$ cat config.mk
export PLATFORM = sky130hd
export DESIGN_NAME = fifo_stream_reader
export DESIGN_NICKNAME = d
export VERILOG_FILES = /design/src/rtl/stream_buffer_2.sv /design/src/rtl/fifo_stream_reader.sv
export SDC_FILE = /design/constraint.sdc
export NUM_CORES = 1
export LEC_CHECK = 0
export BUFFER_PORTS_ARGS = -buffer_cell sky130_fd_sc_hd__buf_2
export CELL_PAD_IN_SITES_DETAIL_PLACEMENT = 1
export CELL_PAD_IN_SITES_GLOBAL_PLACEMENT = 1
export CORE_MARGIN = 5
export CORE_UTILIZATION = 44
export DETAILED_ROUTE_END_ITERATION = 16
export HOLD_SLACK_MARGIN = 0.08
export PLACE_DENSITY_LB_ADDON = 0.2
export SETUP_SLACK_MARGIN = 0.4
export SLEW_MARGIN = 20
export SYNTH_ARGS = -nofsm -noshare
export SYNTH_HDL_FRONTEND = slang
export SYNTH_HIERARCHICAL = 1
export SYNTH_SLANG_ARGS = --single-unit
$ cat constraint.sdc
create_clock -name clk -period 2.3 [get_ports clk]
set_input_delay 0.115 -clock clk [delete_from_list [all_inputs] [get_ports clk]]
set_output_delay 0.115 -clock clk [all_outputs]
set_load 0.01 [all_outputs]
$ cat src/rtl/stream_buffer_2.sv
// stream_buffer_2: two-entry FIFO-ordered holding register; entry 0 is always the head.
module stream_buffer_2 #(
    parameter int DATA_WIDTH = 32
) (
    input  logic                  clk,
    input  logic                  rst_n,
    input  logic                  wr_en,
    input  logic [DATA_WIDTH-1:0] wr_data,
    input  logic                  rd_en,
    output logic [DATA_WIDTH-1:0] rd_data,
    output logic [1:0]            count
);
    logic [DATA_WIDTH-1:0] e0_q, e0_d, e1_q, e1_d;
    logic [1:0]            cnt_q, cnt_d, pos;
    always_comb begin
        pos   = cnt_q - {1'b0, rd_en};
        e0_d  = (wr_en && pos == 2'd0) ? wr_data : (rd_en ? e1_q : e0_q);
        e1_d  = (wr_en && pos == 2'd1) ? wr_data : e1_q;
        cnt_d = pos + {1'b0, wr_en};
    end
    always_ff @(posedge clk or negedge rst_n) begin
        if (!rst_n) begin
            e0_q  <= '0;
            e1_q  <= '0;
            cnt_q <= '0;
        end else begin
            e0_q  <= e0_d;
            e1_q  <= e1_d;
            cnt_q <= cnt_d;
        end
    end
    assign rd_data = e0_q;
    assign count   = cnt_q;
endmodule

$ cat src/rtl/fifo_stream_reader.sv
// fifo_stream_reader: drains a 1-cycle-latency FIFO into a valid/ready stream with per-frame last tagging.
module fifo_stream_reader #(
    parameter int DATA_WIDTH = 32,
    parameter int FRAME_LEN  = 1024
) (
    input  logic                  clk,
    input  logic                  rst_n,
    output logic                  fifo_rd_en,
    input  logic [DATA_WIDTH-1:0] fifo_rd_data,
    input  logic                  fifo_empty,
    output logic [DATA_WIDTH-1:0] o_data,
    output logic                  o_valid,
    output logic                  o_last,
    input  logic                  i_ready,
    output logic                  frame_done
);
    localparam int            CW       = $clog2(FRAME_LEN) + 1;
    localparam logic [CW-1:0] LAST_IDX = CW'(FRAME_LEN - 1);
    logic [1:0]    buf_cnt;
    logic [2:0]    occ;
    logic          pop, inflight_q, inflight_d, frame_done_q, frame_done_d;
    logic [CW-1:0] word_cnt_q, word_cnt_d;
    stream_buffer_2 #(.DATA_WIDTH(DATA_WIDTH)) u_buf (
        .clk     (clk),
        .rst_n   (rst_n),
        .wr_en   (inflight_q),
        .wr_data (fifo_rd_data),
        .rd_en   (pop),
        .rd_data (o_data),
        .count   (buf_cnt)
    );
    assign o_valid    = buf_cnt != 2'd0;
    assign o_last     = o_valid & (word_cnt_q == LAST_IDX);
    assign frame_done = frame_done_q;
    // Credit counts the word leaving this cycle so reads continue back-to-back at full rate.
    always_comb begin
        pop          = o_valid & i_ready;
        occ          = {1'b0, buf_cnt} + {2'b0, inflight_q} - {2'b0, pop};
        fifo_rd_en   = ~fifo_empty & (occ < 3'd2);
        inflight_d   = fifo_rd_en;
        word_cnt_d   = pop ? ((word_cnt_q == LAST_IDX) ? '0 : word_cnt_q + CW'(1)) : word_cnt_q;
        frame_done_d = pop & o_last;
    end
    always_ff @(posedge clk or negedge rst_n) begin
        if (!rst_n) begin
            inflight_q   <= 1'b0;
            word_cnt_q   <= '0;
            frame_done_q <= 1'b0;
        end else begin
            inflight_q   <= inflight_d;
            word_cnt_q   <= word_cnt_d;
            frame_done_q <= frame_done_d;
        end
    end
endmodule

==> results of run 1 <==
through the flow:
stage	utilization	hold WS, ns
global placement	0.5088	0.1317
finish	0.5929	0.2823
detailed placement	0.5088	0.1353
global route	0.5929	0.3165
CTS	0.5853	0.2955
floorplan	-	-0.1806
area by class of cell:
type	count	area, um^2
tap	105	131.4
timing repair buffer	124	910.9
multi-input combinational	183	1574
clock buffer	11	151.4
clock inverter	5	32.53
inverter	5	18.77
fill	857	3294
sequential	79	1979
cell families after synthesis:
group	share of synthesized area
flip-flops	0.5496
multiplexers	0.2205
AND/OR/NAND/NOR	0.09323
AO/OA/AOI/OAI	0.06783
buffers and inverters	0.02887
XOR/XNOR	0.02400
adder cells (fa/ha/maj)	0.01600
layout by cell type (no fill, tap or decap), types with 3 or more instances in the layout:
cell | synthesis | layout
inv_1 | 5 | 4
dlygate4sd3_1 | 0 | 33
xnor2_1 | 4 | 4
a21oi_1 | 33 | 33
nor3_1 | 3 | 3
nor2_1 | 39 | 38
clkinvlp_4 | 0 | 3
mux2_4 | 30 | 30
buf_2 | 8 | 70
buf_12 | 0 | 4
buf_6 | 3 | 6
xor2_1 | 4 | 3
buf_4 | 0 | 11
mux2i_1 | 32 | 32
nand2_1 | 5 | 5
clkbuf_8 | 0 | 11
dfrtp_1 | 79 | 77
registers in the layout (all words and copies together) (netlist names):
| register | count |
|---|---|
| frame_done | 1 |
| inflight_q | 1 |
| u_buf/count | 2 |
| u_buf/e1_q | 32 |
| u_buf/rd_data | 32 |
| word_cnt_q | 11 |
where the power goes:
group	total, W	switching, W	internal, W	leakage, nW
Clock	0.000951	0.000504	0.000447	0.0873
Sequential	0.00240	0.000382	0.00202	0.982
Combinational	0.00247	0.00108	0.00139	1.37
Total	0.00582	0.00196	0.00386	2.44
critical path: stages, from the launching register on:
cell     delay (ns)
dfrtp_1        0.41
o21ai_4        0.17
buf_6          0.12
nor2_4         0.03
fa_2           0.51
nor3b_4        0.20
buf_2          0.16
repair_timing:
action | CTS | global route
hold buffers | 33 | 0
pin swaps | 5 | 2
setup buffers | 10 | 2
gates resized for setup | 5 | 9
endpoints found under the hold margin | 104 | 0
endpoints found under the setup margin | 26 | 47
routing by layer:
metal  GRT usage  vias up
li1            -     1210
met1      0.2216     1240
met2      0.2890       50
met3     0.03336       10
met4     0.05596        0
met5           0        -
final timing paths:
kind                       cells past startpoint  slack [ns]                 startpoint                         to
max in group asynchronous                      3        1.41                      rst_n       inflight_q$_DFF_PN0_
setup / recovery                               6        0.24   u_buf/count[0]$_DFF_PN0_                 fifo_rd_en
setup reg to reg                              11        0.35   u_buf/count[0]$_DFF_PN0_       inflight_q$_DFF_PN0_
hold / removal                                 2        0.28                      rst_n  word_cnt_q[5]$_DFFE_PN0P_
min in group clk                               5        0.40                    i_ready  word_cnt_q[0]$_DFFE_PN0P_
hold reg to reg                                1        0.50  word_cnt_q[8]$_DFFE_PN0P_  word_cnt_q[8]$_DFFE_PN0P_
==> results.py, run 1 <==
metrics = {
    "finish": {
        "final_cells": 512,
        "diodes": 0,
        "drive_above_1_share": 0.3907,
        "area.growth.synth_to_final_pct": 33.39,
        "fin_area_mm2": 0.004798,
        "fin_nets": 442,
    },
    "floorplan": {
        "die_h_um": 100.4,
        "initial_core_util": 0.4445,
        "core_mm2": 0.008093,
        "rows": 33,
        "die_w_um": 100.4,
        "io_pins": 72,
        "dieArea_mm2": 0.01008,
    },
    "hold_path": {
        "hp-class": "input port to asynchronous set/reset pin",
    },
    "synthesis": {
        "ys_types": 40,
        "ys_seq_elements": 79,
        "syn_nets": 321,
        "synth.largest_area_cell": "dfrtp_1",
        "synth_edf_count": 0,
        "synthTopCellsByArea": "dfrtp_1 55%, mux2_4 13%, mux2i_1 8.9%",
        "yosysMostFrequentCell": "dfrtp_1",
        "synth_top_area_share": 0.5496,
        "ys_top_cells_by_count": "79 x dfrtp_1, 39 x nor2_1, 33 x a21oi_1",
        "async_reset_ff_frac": 1.000,
        "synth-main-ff-cell": "dfrtp_1",
        "ys_seq_area_frac": 0.5496,
        "synth_warnings": 6,
        "syn_avg_cell_area_um2": 12.80,
        "syn_inst": 281,
        "syn-cell-area_mm2": 0.003597,
    },
    "setup_path": {
        "endpoint_kind": "output port",
        "critPathArrivalTime_ns": 1.94,
        "required_ns": 2.18,
        "worstSetupPathType": "flop to output port",
        "cp-start-kind": "flop",
        "worstPathMaxFanout": 2,
    },
    "sta": {
        "rsz0062_at_grt": "yes",
        "clock_skew_ns": 0.007236,
        "drv_slew": 0,
        "slew_headroom": 0.5861,
        "max_slew.worst_pin.slew_ns": 0.6208,
        "finalCritPeriodShare": 0.8944,
        "setup-tns-final_ns": 0,
        "setup_ws_ns": 0.2430,
        "setup_violations": 0,
        "finalHoldViolations": 0,
        "fmax_ghz": 0.4861,
        "timing.final.crit_period_ns": 2.057,
    },
    "power": {
        "p_leak_nw": 2.441,
        "power_w": 0.005820,
        "vdd_drop_max_mv": 0.5079,
        "power_density_mw_per_mm2": 1213,
    },
    "status": {
        "outcome": "finished clean",
    },
    "placed_design": {
        "placed_area_mm2": 0.004118,
        "gp_congestion": 0.7207,
        "dp_slack_ns": 0.2697,
        "dp_hpwl_um": 5082,
        "placed_cells": 451,
        "io_buffers": 71,
    },
    "route": {
        "wl_met3_um": 296,
        "drtIter0Drc": 34,
        "wl_per_cell_um": 15.49,
        "wl_met1_um": 3463,
        "drc": 0,
        "vias": 2510,
        "antenna_left": 0,
        "highest_layer": "met4",
        "drt_first_pass_iters": 3,
        "via_per_inst": 4.902,
        "wl_met2_um": 4066,
        "routed_wl_um": 7930,
    },
    "global_routing": {
        "grtUsageTotal": 0.1712,
        "overflow": 0,
        "grt_pass1_wl_um": 13540,
        "antenna_found_initial": 0,
        "first_global_vias": 2757,
        "grt_max_degree": 45,
    },
    "clock_network": {
        "htreeDepth": 3,
        "cts.sinks": 79,
        "clk_pin_slew_ns": 0.08,
        "cts_tree": "done",
        "clockBufferDepth": 2,
        "cts-root-buf": "clkbuf_8",
        "numCtsBuffers": 9,
        "insertion_delay_ns": 0.35,
    },
    "flow_run": {
        "cap_violations": 0,
    },
}
Note: power is estimated with default switching activity, not from simulation.
==> run 2: changes to the inputs <==
--- a/config.mk
+++ b/config.mk
@@ -9,10 +9,11 @@
 export CELL_PAD_IN_SITES_DETAIL_PLACEMENT = 1
 export CELL_PAD_IN_SITES_GLOBAL_PLACEMENT = 1
 export CORE_MARGIN = 5
-export CORE_UTILIZATION = 44
+export CORE_UTILIZATION = 45
+export CTS_CLUSTER_DIAMETER = 150
 export DETAILED_ROUTE_END_ITERATION = 16
 export HOLD_SLACK_MARGIN = 0.08
-export PLACE_DENSITY_LB_ADDON = 0.2
+export PLACE_DENSITY = 0.88
 export SETUP_SLACK_MARGIN = 0.4
 export SLEW_MARGIN = 20
 export SYNTH_ARGS = -nofsm -noshare
==> constraint.sdc (replaced) <==
create_clock -name clk -period 2.4 [get_ports clk]
set_input_delay 0.12 -clock clk [delete_from_list [all_inputs] [get_ports clk]]
set_output_delay 0.12 -clock clk [all_outputs]
set_load 0.01 [all_outputs]
==> run 2 against run 1 <==
Power is 1.9% lower; non-clock buffer count is 6 lower; design area is 1.8% lower; sequential power is 2% lower; clock power is 23% higher.
==> results.py, run 2 (synthesis results as in run 1) <==
metrics = {
    "status": {
        "outcome": "finished clean",
    },
    "placed_design": {
        "gp_congestion": 0.7810,
        "placed_area_mm2": 0.004064,
        "io_buffers": 71,
        "dp_hpwl_um": 5734,
    },
    "sta": {
        "rsz0062_at_grt": "yes",
        "clock_skew_ns": 0.005577,
        "max_slew.worst_pin.slew_ns": 0.6121,
        "drv_slew": 0,
        "setup_violations": 0,
        "finalCritPeriodShare": 0.8300,
        "fmax_ghz": 0.5020,
        "finalHoldViolations": 0,
        "slew_headroom": 0.5919,
        "setup-tns-final_ns": 0,
        "timing.final.crit_period_ns": 1.992,
    },
    "setup_path": {
        "worstPathMaxFanout": 15,
        "worstSetupPathType": "flop to flop",
        "crit_path_start": "u_buf/count[0]$_DFF_PN0_",
        "critPathArrivalTime_ns": 2.22,
        "worst_r2r_startpoint": "u_buf/count[0]$_DFF_PN0_",
        "timing.rr.end": "u_buf/e1_q[12]$_DFFE_PN0P_",
        "cp-start-kind": "flop",
        "required_ns": 2.63,
        "reg2reg_slack_ns": 0.41,
        "endpoint_kind": "flop",
        "worst-r2r-cell-count": 8,
    },
    "finish": {
        "fillers": 805,
        "area.growth.synth_to_final_pct": 30.99,
        "diodes": 0,
        "final_cell_mix": "76 x dfrtp_1, 70 x buf_2, 39 x nor2_1, 34 x dlygate4sd3_1, 33 x a21oi_1",
        "fin_nets": 436,
        "seqCellArea_mm2": 0.001981,
        "fin_area_mm2": 0.004712,
        "drive_above_1_share": 0.3750,
        "final_common_cell": "dfrtp_1",
        "multiInputGateArea_mm2": 0.001536,
    },
    "hold_path": {
        "hp-class": "input port to flop",
        "min_to": "word_cnt_q[0]$_DFFE_PN0P_",
        "min-delay-start": "i_ready",
        "hold_depth": 4,
    },
    "global_routing": {
        "first_global_vias": 3107,
        "grt_pass1_wl_um": 15070,
        "overflow": 0,
        "antenna_found_initial": 0,
        "grtUsageTotal": 0.1898,
        "grt_max_degree": 53,
    },
    "clock_network": {
        "cts.sinks": 79,
        "cts-root-buf": "clkbuf_8",
        "numCtsBuffers": 9,
        "insertion_delay_ns": 0.34,
        "clk_pin_slew_ns": 0.08,
        "htreeDepth": 3,
        "clockBufferDepth": 2,
        "cts_tree": "done",
    },
    "floorplan": {
        "dieArea_mm2": 0.009881,
        "die_h_um": 99.41,
        "die_w_um": 99.41,
        "core_mm2": 0.007767,
        "rows": 32,
        "io_pins": 72,
        "initial_core_util": 0.4631,
    },
    "power": {
        "swShare": 0.3324,
        "power_density_mw_per_mm2": 1211,
        "seqPwrFrac": 0.409,
        "p_sw_w": 0.001898,
        "vdd_drop_max_mv": 0.6563,
        "clkPwrFrac": 0.204,
        "p_comb_frac": 0.386,
        "p_leak_nw": 2.391,
        "p_int_w": 0.003811,
    },
    "route": {
        "wl_per_cell_um": 17.58,
        "drc": 0,
        "drtIter0Drc": 39,
        "antenna_left": 0,
        "routed_wl_um": 8823,
        "vias": 2574,
        "via_per_inst": 5.127,
        "drt_first_pass_iters": 4,
    },
    "flow_run": {
        "cap_violations": 0,
    },
}
run 2: changes by cell type in the layout (fill, tap and decap cells not counted), moves of 2 or more:
cell,previous run,this run
buf_8,0,2
buf_12,4,0
buf_6,6,1
bufinv_16,0,3
clkbuf_8,11,9
run 2: critical path, cell delays in order (launching register included):
cell	delay, ns
dfrtp_2	0.44
o21ai_4	0.15
buf_4	0.20
inv_2	0.07
ha_4	0.27
inv_1	0.06
nand3_2	0.10
buf_6	0.24
mux2_2	0.36
run 2: repair_timing:
action | CTS | global route
hold endpoints to repair | 109 | 0
pin swaps | 1 | 0
cloned | 0 | 0
hold buffers | 34 | 0
endpoints found under the setup margin | 59 | 59
setup buffers | 6 | 0
resized for setup | 7 | 3
run 2: through the flow:
stage	worst slack [ns]	cells	util	power [W]	hold WS, ns
CTS	0.4036	502	0.6057	0.005746	0.2749
detailed placement	0.2407	447	0.5232	0.004424	0.1610
global route	0.2991	502	0.6066	0.006092	0.3167
floorplan	0.4051	281	-	0.003733	-0.1756
global placement	0.3071	447	0.5232	0.004238	0.1599
finish	0.4080	502	0.6066	0.005708	0.3081
run 2: final cells by class:
type / count / share of cell area
clock buffers: 9 / 0.02629
clock inverters: 6 / 0.02337
well taps: 102 / 0.02708
inverters: 5 / 0.003983
multi-input cells: 183 / 0.3261
flip-flops and latches: 79 / 0.4203
repair buffers: 118 / 0.1729
run 2: power groups by stage:
stage	sequential [W]	clock [W]	combinational, W
6_report	0.00234	0.00117	0.00221
5_1_grt	0.00242	0.00126	0.00241
4_1_cts	0.00234	0.00120	0.00221
3_5_place_dp	0.00237	0	0.00206
3_3_place_gp	0.00231	0	0.00192
2_1_floorplan	0.00239	0	0.00134
run 2: how the worst max path moves through the flow:
stage | to | slack [ns] | cells after the start
finish | u_buf/e1_q[12]$_DFFE_PN0P_ | 0.41 | 8
global route | u_buf/e1_q[12]$_DFFE_PN0P_ | 0.30 | 8
CTS | fifo_rd_en | 0.40 | 6
detailed placement | u_buf/e1_q[31]$_DFFE_PN0P_ | 0.24 | 7
global placement | u_buf/e1_q[31]$_DFFE_PN0P_ | 0.31 | 7
floorplan | u_buf/e1_q[0]$_DFFE_PN0P_ | 0.41 | 7
run 2: routing by layer:
metal	part of all wire	GRT usage	vias up	wire length [um]
met5	0	0	-	0
met4	0.010	0.06618	0	92
met2	0.53	0.3383	52	4657
li1	-	-	1201	-
met1	0.42	0.2259	1312	3723
met3	0.039	0.04067	9	348
